<file path="src/rtl/bin_to_bcd_display_if.sv">
// +--------------------------------------------------------------------+
// | bin_to_bcd_display_if : start/busy/done handshake and result bus   |
// | Revision: 1.0                                                      |
// +--------------------------------------------------------------------+
`default_nettype none

interface bin_to_bcd_display_if #(
   parameter int BIN_W  = 32,
   parameter int DIGITS = 8
);
   logic                  start;
   logic [BIN_W-1:0]      bin_in;
   logic                  busy;
   logic                  done;
   logic [4*DIGITS-1:0]   bcd_out;
   logic                  overflow;

   modport master (output start, bin_in, input busy, done, bcd_out, overflow);
   modport slave  (input start, bin_in, output busy, done, bcd_out, overflow);
endinterface

`default_nettype wire

</file>
<file path="src/rtl/bin_to_bcd_display.sv">
// +--------------------------------------------------------------------+
// | bin_to_bcd_display : iterative double-dabble, one bit per cycle    |
// | Option: BCD_SATURATE_EN forces all nines on overflow. Rev: 1.0     |
// +--------------------------------------------------------------------+
`default_nettype none

module bin_to_bcd_display #(
   parameter int BIN_W  = 32,
   parameter int DIGITS = 8
) (
   input  wire logic          clk,
   input  wire logic          reset,
   bin_to_bcd_display_if.slave bus
);
   localparam int CNT_W = $clog2(BIN_W + 1);
   localparam int BCD_W = 4 * DIGITS;

   typedef enum logic [1:0] {
      S_IDLE  = 2'd0,
      S_SHIFT = 2'd1,
      S_DONE  = 2'd2
   } state_t;

   state_t             r_state;
   state_t             w_state_nxt;
   logic [BIN_W-1:0]   r_shift;
   logic [BCD_W-1:0]   r_work;
   logic               r_sticky;
   logic [CNT_W-1:0]   r_cnt;
   logic [BCD_W-1:0]   r_bcd;
   logic               r_ovf;

   logic               w_load;
   logic               w_shift;
   logic               w_finish;
   logic               w_busy;
   logic               w_done;
   logic [BCD_W-1:0]   w_adj;
   logic [BCD_W-1:0]   w_work_nxt;
   logic               w_sticky_nxt;
   logic [BCD_W-1:0]   w_bcd_res;

   // Per-digit add-3 with no carry between digits.
   for (genvar gi = 0; gi < DIGITS; gi++) begin : g_adj
      assign w_adj[4*gi +: 4] = (r_work[4*gi +: 4] >= 4'd5) ?
                                (r_work[4*gi +: 4] + 4'd3) : r_work[4*gi +: 4];
   end

   assign w_work_nxt   = {w_adj[BCD_W-2:0], r_shift[BIN_W-1]};
   assign w_sticky_nxt = r_sticky | w_adj[BCD_W-1];

`ifdef BCD_SATURATE_EN
   assign w_bcd_res = w_sticky_nxt ? {DIGITS{4'h9}} : w_work_nxt;
`else
   assign w_bcd_res = w_work_nxt;
`endif

   always_ff @(posedge clk or posedge reset) begin
      if (reset) begin
         r_state <= S_IDLE;
      end else begin
         r_state <= w_state_nxt;
      end
   end

   always_comb begin
      w_state_nxt = r_state;
      w_load      = 1'b0;
      w_shift     = 1'b0;
      w_finish    = 1'b0;
      w_busy      = 1'b0;
      w_done      = 1'b0;
      case (r_state)
         S_IDLE: begin
            if (bus.start) begin
               w_load      = 1'b1;
               w_state_nxt = S_SHIFT;
            end
         end
         S_SHIFT: begin
            w_busy  = 1'b1;
            w_shift = 1'b1;
            if (r_cnt == CNT_W'(1)) begin
               w_finish    = 1'b1;
               w_state_nxt = S_DONE;
            end
         end
         S_DONE: begin
            w_done = 1'b1;
            if (bus.start) begin
               w_load      = 1'b1;
               w_state_nxt = S_SHIFT;
            end else begin
               w_state_nxt = S_IDLE;
            end
         end
         default: w_state_nxt = S_IDLE;
      endcase
   end

   // The result registers move only on the final shift, so the display never sees partial work.
   always_ff @(posedge clk or posedge reset) begin
      if (reset) begin
         r_shift  <= '0;
         r_work   <= '0;
         r_sticky <= 1'b0;
         r_cnt    <= '0;
         r_bcd    <= '0;
         r_ovf    <= 1'b0;
      end else if (w_load) begin
         r_shift  <= bus.bin_in;
         r_work   <= '0;
         r_sticky <= 1'b0;
         r_cnt    <= CNT_W'(BIN_W);
      end else if (w_shift) begin
         r_shift  <= r_shift << 1;
         r_work   <= w_work_nxt;
         r_sticky <= w_sticky_nxt;
         r_cnt    <= r_cnt - CNT_W'(1);
         if (w_finish) begin
            r_bcd <= w_bcd_res;
            r_ovf <= w_sticky_nxt;
         end
      end
   end

   assign bus.busy     = w_busy;
   assign bus.done     = w_done;
   assign bus.bcd_out  = r_bcd;
   assign bus.overflow = r_ovf;

endmodule

`default_nettype wire

</file>
<file path="src/flat_wrapper.sv">
// flat-port wrapper written by rule: the top's interface ports become plain ports
module bin_to_bcd_display_flat 
#(
   parameter int BIN_W  = 32,
   parameter int DIGITS = 8
)
  (clk, reset, bus_start, bus_bin_in, bus_busy, bus_done, bus_bcd_out, bus_overflow);
  bin_to_bcd_display_if #(.BIN_W(BIN_W), .DIGITS(DIGITS)) bus_i ();
  input  wire logic clk;
  input  wire logic reset;
  input wire logic [$bits(bus_i.start)-1:0] bus_start;
  input wire logic [$bits(bus_i.bin_in)-1:0] bus_bin_in;
  output wire logic [$bits(bus_i.busy)-1:0] bus_busy;
  output wire logic [$bits(bus_i.done)-1:0] bus_done;
  output wire logic [$bits(bus_i.bcd_out)-1:0] bus_bcd_out;
  output wire logic [$bits(bus_i.overflow)-1:0] bus_overflow;
  assign bus_i.start = bus_start;
  assign bus_i.bin_in = bus_bin_in;
  assign bus_busy = bus_i.busy;
  assign bus_done = bus_i.done;
  assign bus_bcd_out = bus_i.bcd_out;
  assign bus_overflow = bus_i.overflow;
  bin_to_bcd_display #(.BIN_W(BIN_W), .DIGITS(DIGITS)) u_core (.clk(clk), .reset(reset), .bus(bus_i));
endmodule
</file>
<file path="config.mk">
export PLATFORM = sky130hd
export DESIGN_NAME = bin_to_bcd_display_flat
export DESIGN_NICKNAME = d
export VERILOG_FILES = /design/src/rtl/bin_to_bcd_display_if.sv /design/src/rtl/bin_to_bcd_display.sv /design/src/flat_wrapper.sv
export SDC_FILE = /design/constraint.sdc
export NUM_CORES = 1
export LEC_CHECK = 0
export ABC_AREA = 1
export CORE_UTILIZATION = 55
export CTS_BUF_LIST = sky130_fd_sc_hd__clkbuf_4
export CTS_CLUSTER_DIAMETER = 200
export DETAILED_ROUTE_END_ITERATION = 16
export GPL_ROUTABILITY_DRIVEN = 0
export PLACE_DENSITY = 0.85
export REMOVE_ABC_BUFFERS = 1
export SYNTH_ARGS = -nofsm -noshare
export SYNTH_HDL_FRONTEND = slang
export SYNTH_SLANG_ARGS = --single-unit
</file>
<file path="constraint.sdc">
create_clock -name clk -period 9.6 [get_ports clk]
set_input_delay 0.96 -clock clk [delete_from_list [all_inputs] [get_ports clk]]
set_output_delay 0.96 -clock clk [all_outputs]
set_load 0.05 [all_outputs]
</file>
After elaboration in Yosys (flattened, before gate mapping)
Index checks and enable logic that the tools add are counted.

Bits in registers: 106. Latch bits: 0. Memory bits (writable): 0. Memory bits (read-only): 0. Input bits: 35. Output and inout bits: 35. Memories: 0.

$add $sub $neg: 9. Multipliers: 0. Divide/modulo/power cells: 0. Magnitude comparators: 8. Equality and inequality tests: 5. Shift operators: 0. Multiplexer cells: 26. Bitwise operators: 2. Reduce and logical (&&, ||, !) cells: 5.

Operators by type and width (count): two-way mux 32 bit (4); adder 4 x 2 -> 4 bit, second input constant (8); >= comparator 4 x 3 -> 1 bit, second input constant (8); two-way mux 4 bit (8); two-way mux 6 bit (2); two-way mux 1 bit (9); equality test 6 x 1 -> 1 bit, second input constant (1); one-hot mux 2 bit (3 select lines) (1); subtractor 6 x 1 -> 6 bit, second input constant (1); two-way mux 2 bit (2); AND reduction 3 bit (1); equality test 2 x 1 -> 1 bit, second input constant (1); equality test 2 bit, second input constant (1); logical NOT 2 bit (1); inequality test 2 x 1 -> 1 bit, second input constant (1); inequality test 2 bit, second input constant (1); AND reduction 2 bit (1); nonzero test 2 bit (1); OR reduction 2 bit (1); NOT 1 bit (1); bitwise OR 1 bit (1).

Logic depth before layout (Yosys ltp)
Word-level depth: 5. Mapped depth: 9. Mapped depth without buffers: 9.

Worst setup path after synthesis
Ideal clock, no wire load.

Path type: flip-flop to output port. From: reg u_core.r_state[0]. To: out bus_done. Data arrival time: 1.049 ns. Data required time: 8.640 ns. Path slack: 7.591 ns. Stages on the path, launching flop included: 2. Cell sequence: dfrtp_1 nor2_1.

Word-level cells in the longest chain between the ends: 2.

Ends and longest elaborated chain: from (decl) (line bin_to_bcd_display.sv:24) `state_t r_state;`; from (signal assigned) (line bin_to_bcd_display.sv:62) `r_state <= w_state_nxt;`; equality test 2 bit (line bin_to_bcd_display.sv:73) `case (r_state)`; two-way mux 1 bit (line bin_to_bcd_display.sv:73); to (decl) (line flat_wrapper.sv:14) `output wire logic [$bits(bus_i.done)-1:0] bus_done;`.

Every way passes these cells.

Worst setup path in the final report
From: reg u_core.r_state[1]. To: out bus_busy.

Word-level cells in the longest chain between the ends: 2.

Ends and longest elaborated chain: equality test 2 x 1 -> 1 bit (line bin_to_bcd_display.sv:73); two-way mux 1 bit (line bin_to_bcd_display.sv:73); to (decl) (line flat_wrapper.sv:13) `output wire logic [$bits(bus_i.busy)-1:0] bus_busy;`.

Every way passes these cells.

==> results.txt <==
----------------------------------------------------
[Synthesis]
  Post-Synth XOR/XNOR Area ... 0.1681%
  Number of enable-type register cells in the synthesized netlist ... 0
  Warnings from Yosys ... 0
  Syn Inst Count ... 647
  Compound-gate portion of the synthesized area ... 9.774%
  Average instance area after synthesis ... 8.053 um2
  Sequential-to-total area share from yosys stat ... 50.91%
  Fraction of the mapped netlist area in simple logic gates ... 24.74%
  Most frequently used flop master after synthesis ... dfrtp_1
  Multiplexer fraction of the synthesized cell area ... 1.153%
  Largest family of logic cells by synthesized area ... simple AND/OR/NAND/NOR gates
  Async S/R FF share, synth ... 100.0%
  Adder-Cell Fraction of Synth Area ... 4.323%
  Flip-flop and latch count after synthesis ... 106
  Synthesized cell area ... 5210 um2
  Library cells used by synthesis ... 26

[Floorplan]
  Core region area ... 9196 um2
  Die ar. ... 9865 um2
  Count of boundary I/O pins ... 70
  Number of placement rows ... 35
  Die span in y ... 99.33 um
  Starting utilization of the core area ... 56.65%
  Chip width ... 99.33 um

[Global routing]
  Global-route wire length before repair ... 18140 um
  GRT Overall Usage ... 22.65%
  Antenna violations before repair ... 0
  Number of global-route vias before repair ... 4292
  Remaining Overflow, GRT ... 0
  Maximum number of pins on one net before global-route repair ... 71

[Setup path]
  Required time of the critical path ... 8.64 ns
  Category of the worst setup path capture point ... output port
  Arrival time of data at the critical path endpoint ... 2.69 ns
  Category of the critical setup timing path ... reg2out
  Worst setup SP type ... register
  Maximum fanout count along the critical path ... 37

[Clock network]
  H-tree depth ... 3
  Number of buffers inserted for hold repair after clock tree synthesis ... 0
  Post-CTS sizing ... 0
  Clock root buffer ... clkbuf_4
  Maximum buffer depth of the clock tree ... 2
  Post-CTS Setup Repair Bufs ... 0
  Number of buffers created by CTS ... 9
  Worst skew pair latency ... 0.43 ns
  Clock sinks ... 106
  CTS tree ... built
  Reg clk slew, reported paths ... 0.15 ns

[Finish]
  Count of nets after finishing ... 760
  Number of antenna cells inserted ... 0
  Area growth from synthesis to layout ... 16.33%
  Ratio of cells with drive above 1 in the final layout ... 2.958%
  Fin util ... 65.90%

[Status]
  Result of the run ... finished clean

[Routing]
  Total number of vias ... 4336
  Total wire length after detailed routing ... 10430 um
  Routed Antenna Nets ... 0
  Detailed-route DRC error count ... 0
  Wire length per cell ... 12.70 um
  1st-pass router iterations ... 4
  Initial detailed-routing violation count ... 205
  Mean number of vias per cell ... 5.281

[Place]
  Placed wire-length estimate ... 7085 um
  Buffers on Ports ... 69

[Pwr]
  Power Dens Cells ... 343.2 nW/um2
  Leakage power of the design ... 0.003138 uW
  Sw frac ... 46.80%
  Combinational Power Share ... 51.7%
  Clock network fraction of design power ... 11.4%
  Max VDD drop ... 0.1428 mV
  Total net switching power ... 973.5 uW
  Sequential power share ... 36.9%
  Cell-internal power ... 1107 uW

[Timing]
  Skew final ... 0.01466 ns
  Final critical-path share of the clock period ... 37.99%
  Setup repair after global routing missed its margin ... no
  Final hold viol count ... 0
  Setup TNS Final ... 0 ns
  Upper clock frequency limit ... 274.2 MHz
  Worst-Margin Slew ... 0.9004 ns
  Setup-failing EPs final ... 0
  Number of max-slew violations in the final report ... 0
  Tightest slew margin relative to the limit ... 39.90%
  Final critical-path required period ... 3.647 ns

[Flow run]
  Maxcap violations ... 0

[Hold path]
  Worst min-delay path class ... reg2reg

----------------------------------------------------
==> synthesized netlist by cell type (2+ instances only) <==
library cell | instances | area share, %
mux2i_1 | 6 | 1.2
clkbuf_1 | 7 | 0.50
a21oi_1 | 4 | 0.38
nor2_1 | 5 | 0.36
buf_2 | 9 | 0.86
ha_1 | 18 | 4.3
o21ai_1 | 9 | 0.86
inv_1 | 84 | 6.1
dfrtp_1 | 106 | 51
nand3_1 | 20 | 1.9
o21ai_0 | 28 | 2.7
nand2_1 | 299 | 22
o22ai_1 | 4 | 0.48
buf_6 | 5 | 1.1
o221ai_1 | 31 | 5.2
nand2_2 | 2 | 0.24
==> critical path: stages, from the launching register on <==
cell,delay (ns)
dfrtp_1,0.39
inv_1,0.07
nand2_2,0.38
inv_4,0.50
clkdlybuf4s50_1,0.89
==> state kept, by name, summed over array words and instances (netlist names) <==
register and count:
u_core.r_cnt 6, u_core.r_sticky 1, u_core.r_work 32, u_core.bus.bcd_out 32
u_core.r_state 2, u_core.r_shift 32, u_core.bus.overflow 1
==> cells by family after synthesis <==
| family | count (synthesis) |
|---|---|
| simple gates | 330 |
| xor+xnor | 1 |
| mux | 6 |
| flops | 106 |
| buf+inv | 109 |
| fa+ha+maj | 18 |
| compound gates | 77 |
==> layer usage <==
layer / routed length [um] / vias to the layer above / share of wire (%) / global-route usage, %
met2: 5190 / 116 / 50 / 39.90
met3: 457 / 14 / 4.4 / 2.741
met4: 144 / 0 / 1.4 / 8.597
met1: 4636 / 2057 / 44 / 28.70
met5: 0 / - / 0 / 0
li1: - / 2149 / - / -
==> worst paths after layout <==
kind                                                    start                                 end  slack [ns]  cells after the start
max                             u_core.r_state[1]$_DFFE_PP0P_                            bus_busy        5.95                      4
min                        u_core.bus.bcd_out[11]$_DFFE_PP0P_  u_core.bus.bcd_out[11]$_DFFE_PP0P_        0.50                      2
max reg2reg                     u_core.r_state[0]$_DFFE_PP0P_  u_core.bus.bcd_out[23]$_DFFE_PP0P_        6.90                      6
min reg2reg                u_core.bus.bcd_out[11]$_DFFE_PP0P_  u_core.bus.bcd_out[11]$_DFFE_PP0P_        0.50                      2
max in group asynchronous                               reset      u_core.r_shift[22]$_DFFE_PP0P_        7.47                      3
min in group asynchronous                               reset      u_core.r_shift[21]$_DFFE_PP0P_        0.88                      2
==> layout make-up <==
class / instances / area (um2)
inverter: 87 / 332.8
sequential: 106 / 2653
clock buffer: 9 / 67.56
multi-input combinational: 432 / 2092
timing repair buffer: 71 / 705.7
tap: 111 / 138.9
clock inverter: 5 / 71.32
fill: 791 / 3136
==> per-stage QoR <==
step | hold slack, ns | setup slack, ns | cell area (um2) | total power [uW] | std cells
after floorplan | 0.4862 | 5.851 | 5075 | 1539 | 625
after global placement | 0.4609 | 6.449 | 5922 | 1788 | 807
after detailed placement | 0.4664 | 6.444 | 5922 | 1853 | 807
after CTS | 0.5024 | 5.931 | 6061 | 2089 | 821
after global routing | 0.5117 | 5.758 | 6061 | 2254 | 821
final | 0.4991 | 5.953 | 6061 | 2080 | 821
==> power by group through the flow <==
stage          clock, uW  sequential [uW]  combinational [uW]
6_report             237              768                1080
5_1_grt              258              792                1200
4_1_cts              243              766                1080
3_5_place_dp           0              775                1080
3_3_place_gp           0              766                1020
2_1_floorplan          0              952                 587
==> layout by cell type (no fill, tap or decap) <==
cell type / n
mux2i_1: 6
buf_4: 2
dfrtp_1: 106
nand2_1: 299
xnor2_1: 1
clkdlybuf4s50_1: 69
o21ai_1: 9
a21boi_0: 1
clkbuf_4: 9
o22ai_1: 4
ha_1: 18
nand3_4: 1
inv_2: 1
inv_4: 2
clkinv_1: 3
nor3_1: 1
a21oi_1: 4
nor2_2: 1
nand4_1: 1
bufinv_16: 2
o21ai_0: 28
clkinv_2: 1
nor2_1: 5
inv_1: 83
o221ai_1: 31
nand3_1: 20
nand2_2: 2
(Power assumes the default switching activity.)
